--- src/rtl/muldiv_sequencer.sv ---
// muldiv_sequencer
//   Iterative unsigned MULTU/DIVU engine that also owns the HI/LO registers
//   of the pipelined core. It runs one radix-2 step per clock, so each
//   operation takes WIDTH RUN cycles followed by a single DONE cycle.
//
//   state | meaning
//   ------+------------------------------------------------------------
//   IDLE  | no operation in flight; hi/lo hold the last result
//   RUN   | one multiply/divide step per clock; busy=1
//   DONE  | hi/lo were just committed; done=1; a new start is accepted
//
// Ports
//   clk            rising-edge clock
//   rst            asynchronous, active-low reset
//   start          qualified mul/div issue from EX
//   mul0_div1_sel  0 = MULTU, 1 = DIVU (sampled with start)
//   op_a, op_b     multiplicand/dividend and multiplier/divisor (sampled with start)
//   hilo_rd        MFHI/MFLO in EX wants HI/LO
//   busy           high while in RUN
//   done           one-cycle pulse when hi/lo have just been updated
//   stall_req      freeze F/D and bubble E while RUN sees a read or a new op
//   hi, lo         product[2W-1:W]/remainder and product[W-1:0]/quotient
module muldiv_sequencer #(
  parameter int WIDTH = 32,
  parameter int CNT_W = 6
) (
  input  logic             clk,
  input  logic             rst,
  input  logic             start,
  input  logic             mul0_div1_sel,
  input  logic [WIDTH-1:0] op_a,
  input  logic [WIDTH-1:0] op_b,
  input  logic             hilo_rd,
  output logic             busy,
  output logic             done,
  output logic             stall_req,
  output logic [WIDTH-1:0] hi,
  output logic [WIDTH-1:0] lo
);

  localparam logic [CNT_W-1:0] LAST_CNT = CNT_W'(WIDTH - 1);

  typedef enum logic [1:0] {
    S_IDLE = 2'd0,
    S_RUN  = 2'd1,
    S_DONE = 2'd2
  } state_t;

  state_t           state, state_nxt;
  logic             accept;
  logic             last_step;
  logic [CNT_W-1:0] cnt;
  logic             is_div;
  // multiplicand for MULTU, divisor for DIVU
  logic [WIDTH-1:0] operand;
  // MULTU: {upper partial product, remaining multiplier bits}
  // DIVU:  {partial remainder, dividend/quotient shift register}
  logic [WIDTH-1:0] acc_hi, acc_lo;
  logic [WIDTH-1:0] step_hi, step_lo;
  logic [WIDTH:0]   mul_sum;
  logic [WIDTH:0]   rem_sh;
  logic             rem_ge;
  logic [WIDTH-1:0] hi_q, lo_q;

  assign last_step = (cnt == LAST_CNT);

  always_ff @(posedge clk or negedge rst) begin
    if (!rst) state <= S_IDLE;
    else      state <= state_nxt;
  end

  always_comb begin
    state_nxt = state;
    busy      = 1'b0;
    done      = 1'b0;
    accept    = 1'b0;
    case (state)
      S_IDLE: begin
        if (start) begin
          accept    = 1'b1;
          state_nxt = S_RUN;
        end
      end
      S_RUN: begin
        busy = 1'b1;
        if (last_step) state_nxt = S_DONE;
      end
      S_DONE: begin
        done = 1'b1;
        if (start) begin
          accept    = 1'b1;
          state_nxt = S_RUN;
        end else begin
          state_nxt = S_IDLE;
        end
      end
      default: state_nxt = S_IDLE;
    endcase
  end

  assign stall_req = busy & (hilo_rd | start);

  // One radix-2 step. The multiply keeps the adder carry as the new top bit
  // of the shifted accumulator; the divide compares at WIDTH+1 bits so the
  // bit shifted out of the remainder is not lost. When the compare passes the
  // true difference is below the divisor, so a WIDTH-bit subtract is exact.
  always_comb begin
    mul_sum = {1'b0, acc_hi} + (acc_lo[0] ? {1'b0, operand} : '0);
    rem_sh  = {acc_hi, acc_lo[WIDTH-1]};
    rem_ge  = (rem_sh >= {1'b0, operand});
    if (is_div) begin
      step_hi = rem_ge ? (rem_sh[WIDTH-1:0] - operand) : rem_sh[WIDTH-1:0];
      step_lo = {acc_lo[WIDTH-2:0], rem_ge};
    end else begin
      step_hi = mul_sum[WIDTH:1];
      step_lo = {mul_sum[0], acc_lo[WIDTH-1:1]};
    end
  end

  // The working accumulators are separate from hi/lo so a new operation
  // cannot disturb the previous result before its own commit.
  always_ff @(posedge clk or negedge rst) begin
    if (!rst) begin
      cnt     <= '0;
      is_div  <= 1'b0;
      operand <= '0;
      acc_hi  <= '0;
      acc_lo  <= '0;
      hi_q    <= '0;
      lo_q    <= '0;
    end else if (accept) begin
      cnt     <= '0;
      is_div  <= mul0_div1_sel;
      operand <= mul0_div1_sel ? op_b : op_a;
      acc_hi  <= '0;
      acc_lo  <= mul0_div1_sel ? op_a : op_b;
    end else if (busy) begin
      acc_hi <= step_hi;
      acc_lo <= step_lo;
      if (last_step) begin
        hi_q <= step_hi;
        lo_q <= step_lo;
      end else begin
        cnt <= cnt + 1'b1;
      end
    end
  end

  assign hi = hi_q;
  assign lo = lo_q;

endmodule

--- config.mk ---
export PLATFORM = sky130hd
export DESIGN_NAME = muldiv_sequencer
export DESIGN_NICKNAME = d
export VERILOG_FILES = /design/src/rtl/muldiv_sequencer.sv
export SDC_FILE = /design/constraint.sdc
export NUM_CORES = 1
export LEC_CHECK = 0
export CELL_PAD_IN_SITES_DETAIL_PLACEMENT = 1
export CELL_PAD_IN_SITES_GLOBAL_PLACEMENT = 1
export CORE_AREA = 4 4 161 195
export DETAILED_ROUTE_END_ITERATION = 8
export DIE_AREA = 0 0 165 199
export HOLD_SLACK_MARGIN = 0.06
export PLACE_DENSITY = 0.82
export SYNTH_ARGS = -nofsm -noshare
export SYNTH_HDL_FRONTEND = slang
export SYNTH_SLANG_ARGS = --single-unit
export TNS_END_PERCENT = 1
--- constraint.sdc ---
create_clock -name clk -period 9.65 [get_ports clk]
set_input_delay 0.965 -clock clk [delete_from_list [all_inputs] [get_ports clk]]
set_output_delay 0.965 -clock clk [all_outputs]
set_load 0.1 [all_outputs]
## After elaboration in Yosys (flattened, before gate mapping)

Cells that the tools add are included.

| storage, ports and cells | value |
|---|---|
| flip-flop bits (word level) | 169 |
| bits of input ports | 69 |
| output and inout bits | 67 |

| operators by class | value |
|---|---|
| reductions and logical operators | 6 |
| $lt $le $gt $ge | 1 |
| add/subtract/negate cells | 3 |
| equal/unequal tests | 6 |
| bitwise gates (word level) | 3 |
| muxes and demuxes | 21 |

Operator list:

| cell | count |
|---|---|
| $mux 32 | 10 |
| $add 32x32->33 | 1 |
| $ge 33x32->1 | 1 |
| $sub 32x32->32 | 1 |
| $mux 6 | 3 |
| $add 6x1->6 const B | 1 |
| $eq 6x5->1 const B | 1 |
| $ne 2x2->1 const B | 3 |
| $pmux 2 s3 | 1 |
| $mux 1 | 5 |
| $mux 2 | 2 |
| $reduce_and 2->1 | 2 |
| $reduce_and 3->1 | 1 |
| $eq 2x1->1 const B | 1 |
| $eq 2x2->1 const B | 1 |
| $logic_not 2->1 | 1 |
| $reduce_bool 2->1 | 1 |
| $reduce_or 2->1 | 1 |
| $and 1x1->1 | 1 |
| $not 1->1 | 1 |
| $or 1x1->1 | 1 |

## Longest topological paths before layout

Gate-level depths: netlist of the first run.

| logic depth | value |
|---|---|
| depth after elaboration | 5 |
| mapped depth | 13 |
| mapped depth without buffers | 13 |

## Worst setup path after synthesis of the first run

Ideal clock, no wire load.

| timing path | value |
|---|---|
| path kind | register -> register |
| from | reg acc_lo[0] |
| to | reg hi_q[27] (netlist: hi[27]) |
| slack | 6388 ps |
| arrival | 3163 ps |
| stages on the path, launching flop included | 14 |
| buffers on the path | 1 |
| cells stage by stage | dfrtp_1 -> clkbuf_1 -> and2_1 -> ha_1 -> fa_1 -> a21o_1 -> a221oi_1 -> o2111a_1 -> nor3_1 -> a221o_1 -> o22ai_1 -> xnor2_1 -> nor3_1 -> a311oi_1 |

| between the ends | value |
|---|---|
| longest elaborated chain between the ends | 3 |

Ends and longest elaborated chain:

| item | RTL line | RTL |
|---|---|---|
| from (decl) | 58 | `logic [WIDTH-1:0] acc_hi, acc_lo;` |
| from (signal assigned) | 136 | `acc_lo <= mul0_div1_sel ? op_a : op_b;` |
| from (signal assigned) | 139 | `acc_lo <= step_lo;` |
| $mux 32 | 108 | `mul_sum = {1'b0, acc_hi} + (acc_lo[0] ? {1'b0, operand} : '0);` |
| $add 32x32->33 | 108 |  |
| $mux 32 | 111 | `if (is_div) begin` |
| to (signal assigned) | 141 | `hi_q <= step_hi;` |
| to (decl) | 63 | `logic [WIDTH-1:0] hi_q, lo_q;` |

No other way between the ends.
A chain may end at the register's enable or synchronous reset.

## Worst setup path in the final report of the first run

| timing path | value |
|---|---|
| from | reg acc_lo[0] |
| to | reg hi_q[29] (netlist: hi[29]) |

Same word-level chain as after synthesis.

==> results of run 1 <==
==> cell type report <==
class / instances / area, µm² / area share
clock buffers: 20 / 456.7 / 0.03275
well taps: 390 / 488.0 / 0.03499
multi-input cells: 1040 / 6963 / 0.4993
clock inverters: 12 / 187.7 / 0.01346
repair buffers: 145 / 1425 / 0.1022
inverters: 51 / 191.4 / 0.01373
flip-flops and latches: 169 / 4233 / 0.3035
==> synthesized netlist by cell type, types with 3 or more instances <==
| cell | instances | area [µm²] |
|---|---|---|
| sky130_fd_sc_hd__mux2i_1 | 122 | 1221 |
| sky130_fd_sc_hd__o221ai_1 | 4 | 35.03 |
| sky130_fd_sc_hd__o21a_1 | 6 | 45.04 |
| sky130_fd_sc_hd__nor3_1 | 10 | 50.05 |
| sky130_fd_sc_hd__xor2_1 | 23 | 201.4 |
| sky130_fd_sc_hd__a221oi_1 | 6 | 52.55 |
| sky130_fd_sc_hd__and3_1 | 6 | 37.54 |
| sky130_fd_sc_hd__a41oi_1 | 4 | 35.03 |
| sky130_fd_sc_hd__a21boi_0 | 5 | 37.54 |
| sky130_fd_sc_hd__o31ai_1 | 11 | 82.58 |
| sky130_fd_sc_hd__nand4_1 | 16 | 100.1 |
| sky130_fd_sc_hd__a21o_1 | 21 | 157.7 |
| sky130_fd_sc_hd__o21ai_0 | 152 | 760.7 |
| sky130_fd_sc_hd__or3_1 | 5 | 31.28 |
| sky130_fd_sc_hd__clkbuf_1 | 64 | 240.2 |
| sky130_fd_sc_hd__a211o_1 | 3 | 26.28 |
| sky130_fd_sc_hd__a211oi_1 | 4 | 30.03 |
| sky130_fd_sc_hd__mux2_2 | 25 | 281.5 |
| sky130_fd_sc_hd__or2_2 | 4 | 25.02 |
| sky130_fd_sc_hd__a2111oi_0 | 3 | 26.28 |
| sky130_fd_sc_hd__nor2b_1 | 7 | 43.79 |
| sky130_fd_sc_hd__nor2_1 | 92 | 345.3 |
| sky130_fd_sc_hd__nand3_1 | 16 | 80.08 |
| sky130_fd_sc_hd__nand2b_1 | 6 | 37.54 |
| sky130_fd_sc_hd__and2_1 | 37 | 231.5 |
| sky130_fd_sc_hd__o31a_1 | 4 | 35.03 |
| sky130_fd_sc_hd__a31oi_1 | 8 | 50.05 |
| sky130_fd_sc_hd__inv_1 | 50 | 187.7 |
| sky130_fd_sc_hd__o2111ai_1 | 3 | 26.28 |
| sky130_fd_sc_hd__o211a_1 | 3 | 30.03 |
| sky130_fd_sc_hd__a21oi_1 | 112 | 560.5 |
| sky130_fd_sc_hd__a22o_1 | 16 | 140.1 |
| sky130_fd_sc_hd__o21bai_1 | 9 | 67.56 |
| sky130_fd_sc_hd__ha_1 | 65 | 813.3 |
| sky130_fd_sc_hd__nor4_1 | 3 | 18.77 |
| sky130_fd_sc_hd__a221o_1 | 3 | 30.03 |
| sky130_fd_sc_hd__dfrtp_1 | 169 | 4229 |
| sky130_fd_sc_hd__xnor2_1 | 35 | 306.5 |
| sky130_fd_sc_hd__o211ai_1 | 6 | 45.04 |
| sky130_fd_sc_hd__nand2_1 | 162 | 608.1 |
| sky130_fd_sc_hd__buf_1 | 10 | 37.54 |
==> per-stage QoR <==
step	instance area (µm²)	std cells	setup slack, ps
floorplan	11660	1336	6388
global placement	13300	1795	5876
detailed placement	13300	1795	5825
CTS	13940	1827	5776
global route	13940	1827	5596
finish	13940	1827	5738
==> placed cells by master (no fill, tap or decap), types with 37 or more instances in the layout <==
cell type / n
sky130_fd_sc_hd__dfrtp_1: 168
sky130_fd_sc_hd__nand2_1: 161
sky130_fd_sc_hd__o21ai_0: 152
sky130_fd_sc_hd__clkdlybuf4s50_1: 133
sky130_fd_sc_hd__mux2i_1: 122
sky130_fd_sc_hd__a21oi_1: 112
sky130_fd_sc_hd__nor2_1: 91
sky130_fd_sc_hd__ha_1: 65
sky130_fd_sc_hd__inv_1: 50
sky130_fd_sc_hd__and2_1: 37
==> worst max-delay path, stage by stage, from the launching register on <==
cell and delay [ps]:
sky130_fd_sc_hd__dfrtp_1 520, sky130_fd_sc_hd__and2_1 210, sky130_fd_sc_hd__ha_1 210, sky130_fd_sc_hd__fa_1 420, sky130_fd_sc_hd__a21o_1 210, sky130_fd_sc_hd__a221oi_1 600, sky130_fd_sc_hd__o2111a_1 380, sky130_fd_sc_hd__nor3_1 140
sky130_fd_sc_hd__a21boi_0 350, sky130_fd_sc_hd__nor4_1 100, sky130_fd_sc_hd__o22ai_1 220, sky130_fd_sc_hd__a22oi_1 140, sky130_fd_sc_hd__mux2_2 310
==> routing by layer <==
| layer | part of all wire | track usage | up-vias |
|---|---|---|---|
| li1 | - | - | 4935 |
| met1 | 0.43 | 0.3202 | 5326 |
| met2 | 0.49 | 0.4098 | 298 |
| met3 | 0.051 | 0.03834 | 74 |
| met4 | 0.028 | 0.08197 | 0 |
| met5 | 0 | 0 | - |
==> logic make-up (layout without fill, tap and decap cells) <==
family          Yosys count  count (layout)
compound gates          398             398
xor+xnor                 58              58
simple gates            370             370
flops                   169             169
fa+ha+maj                67              67
buf+inv                 127             228
mux                     147             147
==> how the worst min path moves through the flow <==
| stage | from | to | depth (start not counted) |
|---|---|---|---|
| after floorplan | operand[16] | operand[16] | 2 |
| after detailed placement | hi[26] | hi[26] | 2 |
| after global routing | hi[26] | hi[26] | 2 |
| final | hi[26] | hi[26] | 2 |
| after CTS | hi[26] | hi[26] | 2 |
| after global placement | lo[5] | lo[5] | 2 |
==> flip-flops by register name, summed over array words and instances, names as in the netlist <==
| signal | count |
|---|---|
| cnt | 6 |
| lo | 32 |
| acc_hi | 32 |
| hi | 32 |
| is_div | 1 |
| state | 2 |
| acc_lo | 32 |
| operand | 32 |
==> results.md, run 1 <==
Setup path:
- In this run the worst setup path terminates at hi[29].
- The critical-path maximum fanout is 12.
- The required arrival time at the worst endpoint is 9980 ps.
- The critical path starts at acc_lo[0].
- The critical path class is reg2reg.
- At the worst endpoint, the arrival time is 4240 ps.
- Across all register-to-register paths, the minimum setup slack is 5740 ps.
- The worst setup path is captured at a register.
- The depth of the most critical reg-to-reg path is 12.
- The startpoint of the lowest-slack register-to-register path is acc_lo[0].
- The worst setup path is launched from a register.
- The capture point of the worst reg-to-reg path is hi[29].

Synth:
- The synthesized-area fraction occupied by adder cells is 0.07316.
- Counting flops with a built-in enable in the synthesized netlist gives 0.
- The share of the Yosys chip area taken by registers is 0.3626.
- Of the total synthesized cell area, the portion taken by AND, OR, NAND and NOR gates is 0.1426.
- The number of nets in the synthesized netlist is 1472.
- After synthesis the netlist holds a flip-flop and latch count of 169.
- Of the total synthesized cell area, the portion taken by XOR and XNOR cells is 0.04355.
- The average cell area after synthesis is 8.730 µm².
- The dominant combinational cell family by area after synthesis is compound AO/OA/AOI/OAI gates.
- The gate count of the mapped netlist is 1336.
- For this run, the leading register cell type out of synthesis is sky130_fd_sc_hd__dfrtp_1.
- The post-synthesis async set-or-reset flop share is 1.000.
- For this run, the number of Yosys warnings is 0.
- After synthesis, the netlist uses 63 different library cells.
- The area of the mapped netlist is 11660 µm².
- The fraction of synthesized area in multiplexers is 0.1288.
- The post-synthesis compound-gate area fraction is 0.2071.

Timing:
- At the pin with the least slew margin, the transition time is 1139 ps.
- The number of max-slew violations in the final report is 0.
- The minimum clock period after layout is 3912 ps.
- Of the available clock period, the critical path in the final layout requires 0.4053.
- The worst slew margin relative to its limit is 0.2396.
- The final clock skew is 12.51 ps.
- The sum of negative setup slack is 0 ps.
- The tightest hold path in the finished design has a slack of 482.9 ps.
- The final hold violation count is 0.
- Setup repair after global routing left no endpoint under its margin.
- Based on the critical path, the design can be clocked at up to 0.2556 GHz.
- Setup violations remaining at the end of the flow were counted as 0.

Global routing:
- For this run, the total global-route usage over all layers was measured as 0.2439.
- The aggregate global routing overflow is 0.
- The first global-routing pass estimated 62.91 mm of wire.
- The number of antenna violations at the first check in global routing is 0.
- The number of global-route vias before repair came to 11410.
- Entering global routing, the biggest net connects 97 pins.

Clock tree:
- Post-CTS repair changed the size of 0 cells.
- The cell chosen for the clock root is sky130_fd_sc_hd__clkbuf_16.
- The hold buffer count at cts is 0.
- In this run the deepest clock path goes through 2 buffers.
- The number of setup buffers added after CTS is 0.
- After clock tree synthesis, the clock-pin slew on the worst setup and hold paths is 70 ps.
- The number of H-tree levels is 4.
- The clock tree from TritonCTS is yes.
- The tree built by TritonCTS fans out to 169 sinks.
- The clock latency reported for the late side of the worst-skew pair is 450 ps.
- In this run, CTS created clock tree buffers numbering 17.

Final layout:
- The number of inserted filler cells in the final layout is 3411.
- The final layout contains 1560 nets.
- Of the cells placed in the final design, the portion with a size suffix greater than 1 is 0.05706.
- The relative area change from synthesis to final layout is 19.56%.
- The core utilization of the finished layout is 0.4737.
- The antenna cell count is 0.

Placement:
- The total of buffers placed on input and output ports is 135.
- The half-perimeter wire length after placement is 28.99 mm.
- Routability-driven placement finished with a final weighted congestion of 0.9469.

Floorplan:
- Measured along the x axis, the die boundary spans 165 µm.
- The core area is 29440 µm².
- The vertical die dimension is 199 µm.
- During I/O placement, the number of pins put on the boundary was 136.
- The effective utilization at floorplan is 0.3962.
- The die covers 32840 µm².
- Row generation in the floorplan step produced 69 rows.

Route:
- The count of routing violations after the opening detailed-route iteration is 685.
- The detail route stage leaves a number of antenna-violating nets equal to 0.
- In the routed layout, each cell is associated on average with a via count of 5.820.
- Before antenna repair, the detailed router went through 5 iterations.
- Summed over all layers, the routed wires come to 39.58 mm.
- The DRC violation count after routing is 0.
- The via count is 10630.
- The routed wirelength normalized by instance count is 21.66 µm.

Outcome:
- The run finished with clean final reports.

Run:
- Max-cap violations in this run came to 0.

Hold path:
- The worst hold-check path type is reg2reg.
Power of run 1 is left out: the tool's default activity adds up to more than one toggle a clock period on the data nets, which glitch-free logic cannot reach.
==> inputs of run 2 (changes only) <==
==> constraint.sdc (replaced) <==
create_clock -name clk -period 3.6 [get_ports clk]
set_input_delay 0.36 -clock clk [delete_from_list [all_inputs] [get_ports clk]]
set_output_delay 0.36 -clock clk [all_outputs]
set_load 0.1 [all_outputs]
==> results.md, run 2 (synthesis gave the netlist of run 1 again) <==
Floorplan:
- The core area is 29440 µm².
- The die outline area is 32840 µm².
- The effective utilization at floorplan is 0.3962.
- The number of ports placed on the die boundary is 136.
- The die width is 165 µm.
- In this run the core area contains 69 standard-cell rows.
- The die is 199 µm tall.

Final layout:
- The relative area change from synthesis to final layout is 23.40%.
- The number of inserted filler cells in the final layout is 3438.
- The antenna cell count is 0.
- For this run, the post-layout net count is 1613.
- The fraction of layout instances using a drive strength above 1 is 0.1013.
- The library cell used most frequently in the layout, excluding fill and tap cells, is sky130_fd_sc_hd__dfrtp_1.
- For this run, the share of the core covered by cells in the final layout is 0.4889.
- Leaving out fill and tap cells, the most frequent cells in the layout are 168 x sky130_fd_sc_hd__dfrtp_1, 161 x sky130_fd_sc_hd__nand2_1, 149 x sky130_fd_sc_hd__o21ai_0, 131 x sky130_fd_sc_hd__clkdlybuf4s50_1, 122 x sky130_fd_sc_hd__mux2i_1.
- Summing all non-filler instances in the final layout gives an area of 14390 µm².

Route:
- The routed wirelength normalized by instance count is 21.73 µm.
- The average vias per placed instance is 5.797.
- The total wirelength of the detailed-routed design is 40.85 mm.
- The count of routing violations after the opening detailed-route iteration is 671.
- The via count is 10900.
- The first TritonRoute pass finished after 5 iterations.
- After detailed routing, the number of remaining DRC violations is 0.
- The detail route stage leaves a number of antenna-violating nets equal to 0.

Clock tree:
- The number of clock buffers added by TritonCTS is 17.
- The number of H-tree levels is 4.
- The tree is rooted in a sky130_fd_sc_hd__clkbuf_16.
- The clock latency reported for the late side of the worst-skew pair is 460 ps.
- After clock tree synthesis, the clock-pin slew on the worst setup and hold paths is 70 ps.
- The deepest clock path buffer count is 2.
- The number of sinks on the clock net is 169.
- The clock tree from TritonCTS is yes.

Setup path:
- By startpoint and endpoint, the worst setup path is classified as reg2reg.
- The signal on the critical path passes through inv_1 > ha_2 > a21o_1 > a31oi_1 > a2111o_1 > and4_4 > o31a_1 > o31ai_4 > buf_8 > mux2i_1 > o21ai_0 > mux2_2.
- The setup slack of the worst register-to-register path is 70 ps.
- The startpoint kind of the worst setup timing path is a register.
- The capture point of the worst reg-to-reg path is hi[3].
- Together, buffers and inverters on the worst path number 2.
- The required arrival time at the worst endpoint is 3940 ps.
- The startpoint identified for the worst register-to-register timing path is operand[4].
- For the worst flop-to-flop path, the logic depth is 12.
- On the critical path, the stage with the largest delay is an instance of sky130_fd_sc_hd__a2111o_1.
- Of all nets on the critical path, the largest fanout is 12.
- The largest single stage delay on the critical path is 440 ps.
- The element type at the critical path end is a register.
- The arrival time of the worst setup path is 3860 ps.
- The cell class contributing the biggest share of worst-path delay is compound AO/OA/AOI/OAI gates.

Timing:
- The number of max-slew violations in the final report is 0.
- The transition time at the pin with the least slew margin is 1028 ps.
- The peak clock frequency supported by timing is 0.2834 GHz.
- The share of the clock period used by the worst path after layout is 0.9801.
- The final clock skew is 14.87 ps.
- Subtracting the final worst setup slack from the clock period gives 3528 ps.
- Setup repair after global routing could not meet its margin everywhere.
- In this run the tightest slew margin relative to its limit is 0.3149.
- Setup violations remaining at the end of the flow were counted as 0.
- The final hold violation count is 0.

Global routing:
- The global routing usage on met2 is 0.4196.
- The met1 layer usage reported by global route is 0.3343.
- The largest net degree at the start of global routing is 137.
- The number of global-route vias before repair came to 11660.
- The most utilized layer in the global route result is met2.
- Across every metal layer, demand over resource in global routing totals 0.2514.
- The met3 layer usage reported by global route is 0.04124.
- The wire length of the first global-routing pass is 65.04 mm.
- The number of antenna violations at the first check in global routing is 0.
- The aggregate global routing overflow is 0.

Outcome:
- The run finished with clean final reports.

Placement:
- The cell area after placement is 13680 µm².
- At the end of routability-driven placement, the weighted congestion stood at 1.022.
- Port buffering added 135 buffers.
- Detailed placement ended at an HPWL of 30.37 mm.

Hold path:
- The worst hold-check path type is in2async.

Run:
- Max-cap violations in this run came to 0.
run 2: layer usage:
layer / vias up / part of all wire
met4: 0 / 0.027
met2: 325 / 0.49
met5: - / 0
li1: 5054 / -
met1: 5444 / 0.43
met3: 75 / 0.054
run 2: worst max-delay path by stage:
stage / to / startpoint / cells past startpoint / slack, ps
3_3_place_gp: hi[1] / operand[4] / 11 / -160
3_5_place_dp: hi[1] / operand[4] / 11 / -160
4_1_cts: hi[3] / operand[1] / 12 / 4
6_report: hi[3] / operand[4] / 12 / 70
5_1_grt: acc_hi[12] / operand[1] / 12 / -60
2_1_floorplan: hi[27] / acc_lo[0] / 13 / 340
run 2: metrics by stage:
step / setup TNS, ps / setup WS (ps) / hold slack, ps / cells
after floorplan: 0 / 337.9 / 64.41 / 1336
final: 0 / 71.81 / 360.2 / 1880
after detailed placement: -865.2 / -163.4 / 282.9 / 1845
after global placement: -516.2 / -156.0 / 279.0 / 1845
after CTS: 0 / 4.088 / 368.4 / 1878
after global routing: -203.6 / -55.02 / 395.8 / 1880
run 2: repair_timing:
action                                  CTS  global route
endpoints found under the hold margin    33             0
endpoints found under the setup margin   16            52
cloned                                    0             0
setup buffers                             0             2
gates resized for setup                   4            22
pin swaps                                 0             2
hold buffers                              1             0
run 2: area by class of cell:
| class | count | area [µm²] | area share |
|---|---|---|---|
| multi-input combinational | 1040 | 7034 | 0.4887 |
| sequential | 169 | 4233 | 0.2941 |
| timing repair buffer | 198 | 1844 | 0.1281 |
| tap | 390 | 488.0 | 0.03390 |
| clock buffer | 18 | 439.2 | 0.03051 |
| inverter | 51 | 191.4 | 0.01330 |
| clock inverter | 14 | 162.7 | 0.01130 |
Power of run 2 is left out for the same reason.
==> inputs of run 3 (changes only) <==
--- a/config.mk
+++ b/config.mk
@@ -12,6 +12,7 @@
 export DIE_AREA = 0 0 165 199
 export HOLD_SLACK_MARGIN = 0.06
 export PLACE_DENSITY = 0.82
+export SKIP_CTS_REPAIR_TIMING = 1
 export SYNTH_ARGS = -nofsm -noshare
 export SYNTH_HDL_FRONTEND = slang
 export SYNTH_SLANG_ARGS = --single-unit
==> results.md, run 3 (synthesis gave the netlist of run 1 again) <==
Placement:
- In this run, placement finished with an instance count of 1845.
- The half-perimeter wire length after placement is 30.37 mm.
- Once placement finished, the instance area stood at 13680 µm².
- During placement, the flow inserted port buffers numbering 135.
- The final estimated routing congestion in global placement is 1.022.

Global routing:
- The number of global-route vias before repair was 11640.
- Summed over all layers, the global routing overflow is 0.
- The number of antenna violations at the first check in global routing came to 0.
- The first global-routing pass estimated 64.94 mm of wire.
- Entering global routing, the biggest net connects 137 pins.
- The global-route usage over all layers is 0.2512.

Setup path:
- Of all nets on the critical path, the largest fanout is 12.
- The arrival time of the worst setup path is 3890 ps.
- The critical path ends at hi[3].
- STA puts the critical path data required time at 3940 ps.
- The element type at the critical path end is a register.
- The startpoint kind of the worst setup timing path is a register.
- The setup path with the least slack is of type reg2reg.
- For this run, the slowest stage of the critical path takes 450 ps.
- The capture point of the worst reg-to-reg path is hi[3].
- The worst register-to-register path has a depth of 12.
- The slowest stage of the critical path belongs to the cell sky130_fd_sc_hd__a2111o_1.
- Tracing the worst setup path back leads to its startpoint at operand[4].
- In this run the register-to-register setup slack is 50 ps.
- The sum of buffers and inverters on the critical path is 2.
- In this design, the largest share of critical-path delay is due to compound AO/OA/AOI/OAI gates.
- The signal on the critical path passes through inv_1 > ha_2 > a21o_1 > a31oi_1 > a2111o_1 > and4_4 > o31a_1 > o31ai_4 > buf_8 > mux2i_1 > o21ai_0 > mux2_2.
- The startpoint of the lowest-slack register-to-register path is operand[4].
- The critical path runs through a total of 12 cells.

Timing:
- The sum of negative setup slack is 0 ps.
- For the pin with the worst max-slew slack, the measured transition is 1026 ps.
- Setup repair after global routing could not meet its margin everywhere.
- Static timing analysis puts the maximum clock frequency at 0.2816 GHz.
- The final clock skew is 16.54 ps.
- The number of max-slew violations in the final report is 0.
- The worst slew margin relative to its limit is 0.3157.
- The worst path in the final design needs a cycle of 3551 ps, including I/O delays and setup.
- The number of setup violations in the final report is 0.
- The final hold violation count came to 0.
- Dividing the final minimum period by the clock period gives 0.9863.

Outcome:
- The run finished with clean final reports.

Floorplan:
- The die width is 165 µm.
- The initialized floorplan defines 69 standard-cell rows.
- From bottom edge to top edge, the die measures 199 µm.
- In this run the standard cell core region covers 29440 µm².
- The initial utilization of the core area, before any placement, comes to 0.3962.
- For this design the top-level I/O count stands at 136.
- The die outline area is 32840 µm².

Clock tree:
- The CTS clock-pin slew for the worst setup and hold paths is 70 ps.
- The deepest clock path buffer count is 2.
- The tree is rooted in a sky130_fd_sc_hd__clkbuf_16.
- The total CTS buffers is 17.
- The clock tree from TritonCTS is yes.
- CTS built an H-tree with a depth of 4.
- Counting every sink on the clock net gives 169.
- The clock latency reported for the late side of the worst-skew pair is 460 ps.

Final layout:
- The post-route standard cell area excluding fillers is 14380 µm².
- The area growth from synthesis to layout is 23.26%.
- The repair_antennas step left the layout with diodes totalling 0.
- The net count of the finished layout is 1613.
- The core utilization of the finished layout is 0.4883.
- The register area is 4233 µm².
- The fraction of layout instances using a drive strength above 1 is 0.09933.
- The total area of multi-input combinational cells is 7018 µm².
- Leaving out fill and tap cells, the most frequent cell in the layout is sky130_fd_sc_hd__dfrtp_1.
- The layout has 3440 filler cells.
- Excluding fillers, the count of instances in the completed layout stands at 1880.
- In the layout the commonest cells are 168 x sky130_fd_sc_hd__dfrtp_1, 161 x sky130_fd_sc_hd__nand2_1, 149 x sky130_fd_sc_hd__o21ai_0, 131 x sky130_fd_sc_hd__clkdlybuf4s50_1, 122 x sky130_fd_sc_hd__mux2i_1.

Route:
- For this block, the routed nets add up to 40.84 mm of wire.
- In this run, the number of DRC markers left after iteration 0 of detailed routing was 684.
- The first TritonRoute pass finished after 7 iterations.
- The DRC violation count after routing is 0.
- Dividing the detail-routed via count by the number of cells gives 5.783.
- The detail route stage leaves a number of antenna-violating nets equal to 0.
- Dividing the detail-routed wire length by the instance count gives 21.72 µm.
- The via count is 10870.

Hold path:
- The worst hold-check path type is in2async.

Run:
- The max-cap violation count is 0.
[run 3: how the worst min path moves through the flow]
stage	end	slack, ps
final	lo[6]	360
after global routing	lo[6]	400
after CTS	lo[6]	-200
after detailed placement	lo[6]	280
after global placement	lo[8]	280
after floorplan	acc_hi[0]	60
[run 3: worst reg2reg max path: cells and delay by family (launching register included)]
kind / cells / cell delay (ps)
simple gates: 1 / 200
flops: 1 / 410
fa+ha+maj: 1 / 390
buf+inv: 2 / 290
mux: 2 / 600
compound gates: 6 / 1540
[run 3: area by class of cell]
| cell class | instances | area share |
|---|---|---|
| timing repair buffer | 198 | 0.1283 |
| tap | 390 | 0.03394 |
| multi-input combinational | 1040 | 0.4882 |
| sequential | 169 | 0.2944 |
| clock buffer | 18 | 0.03055 |
| clock inverter | 14 | 0.01131 |
| inverter | 51 | 0.01332 |
[run 3: through the flow]
stage / hold slack [ps] / setup WS, ps
final: 359.3 / 49.44
after global routing: 395.8 / -107.3
after CTS: -199.1 / -190.3
after detailed placement: 282.9 / -163.4
after global placement: 279.0 / -156.0
after floorplan: 64.41 / 337.9
[run 3: layer usage]
layer / GRT usage / wire [µm] / vias up
li1: - / - / 5050
met1: 0.3326 / 17540 / 5422
met2: 0.4192 / 19940 / 321
met3: 0.04352 / 2212 / 79
met4: 0.07766 / 1138 / 0
met5: 0 / 0 / -
Power of run 3 is left out for the same reason.
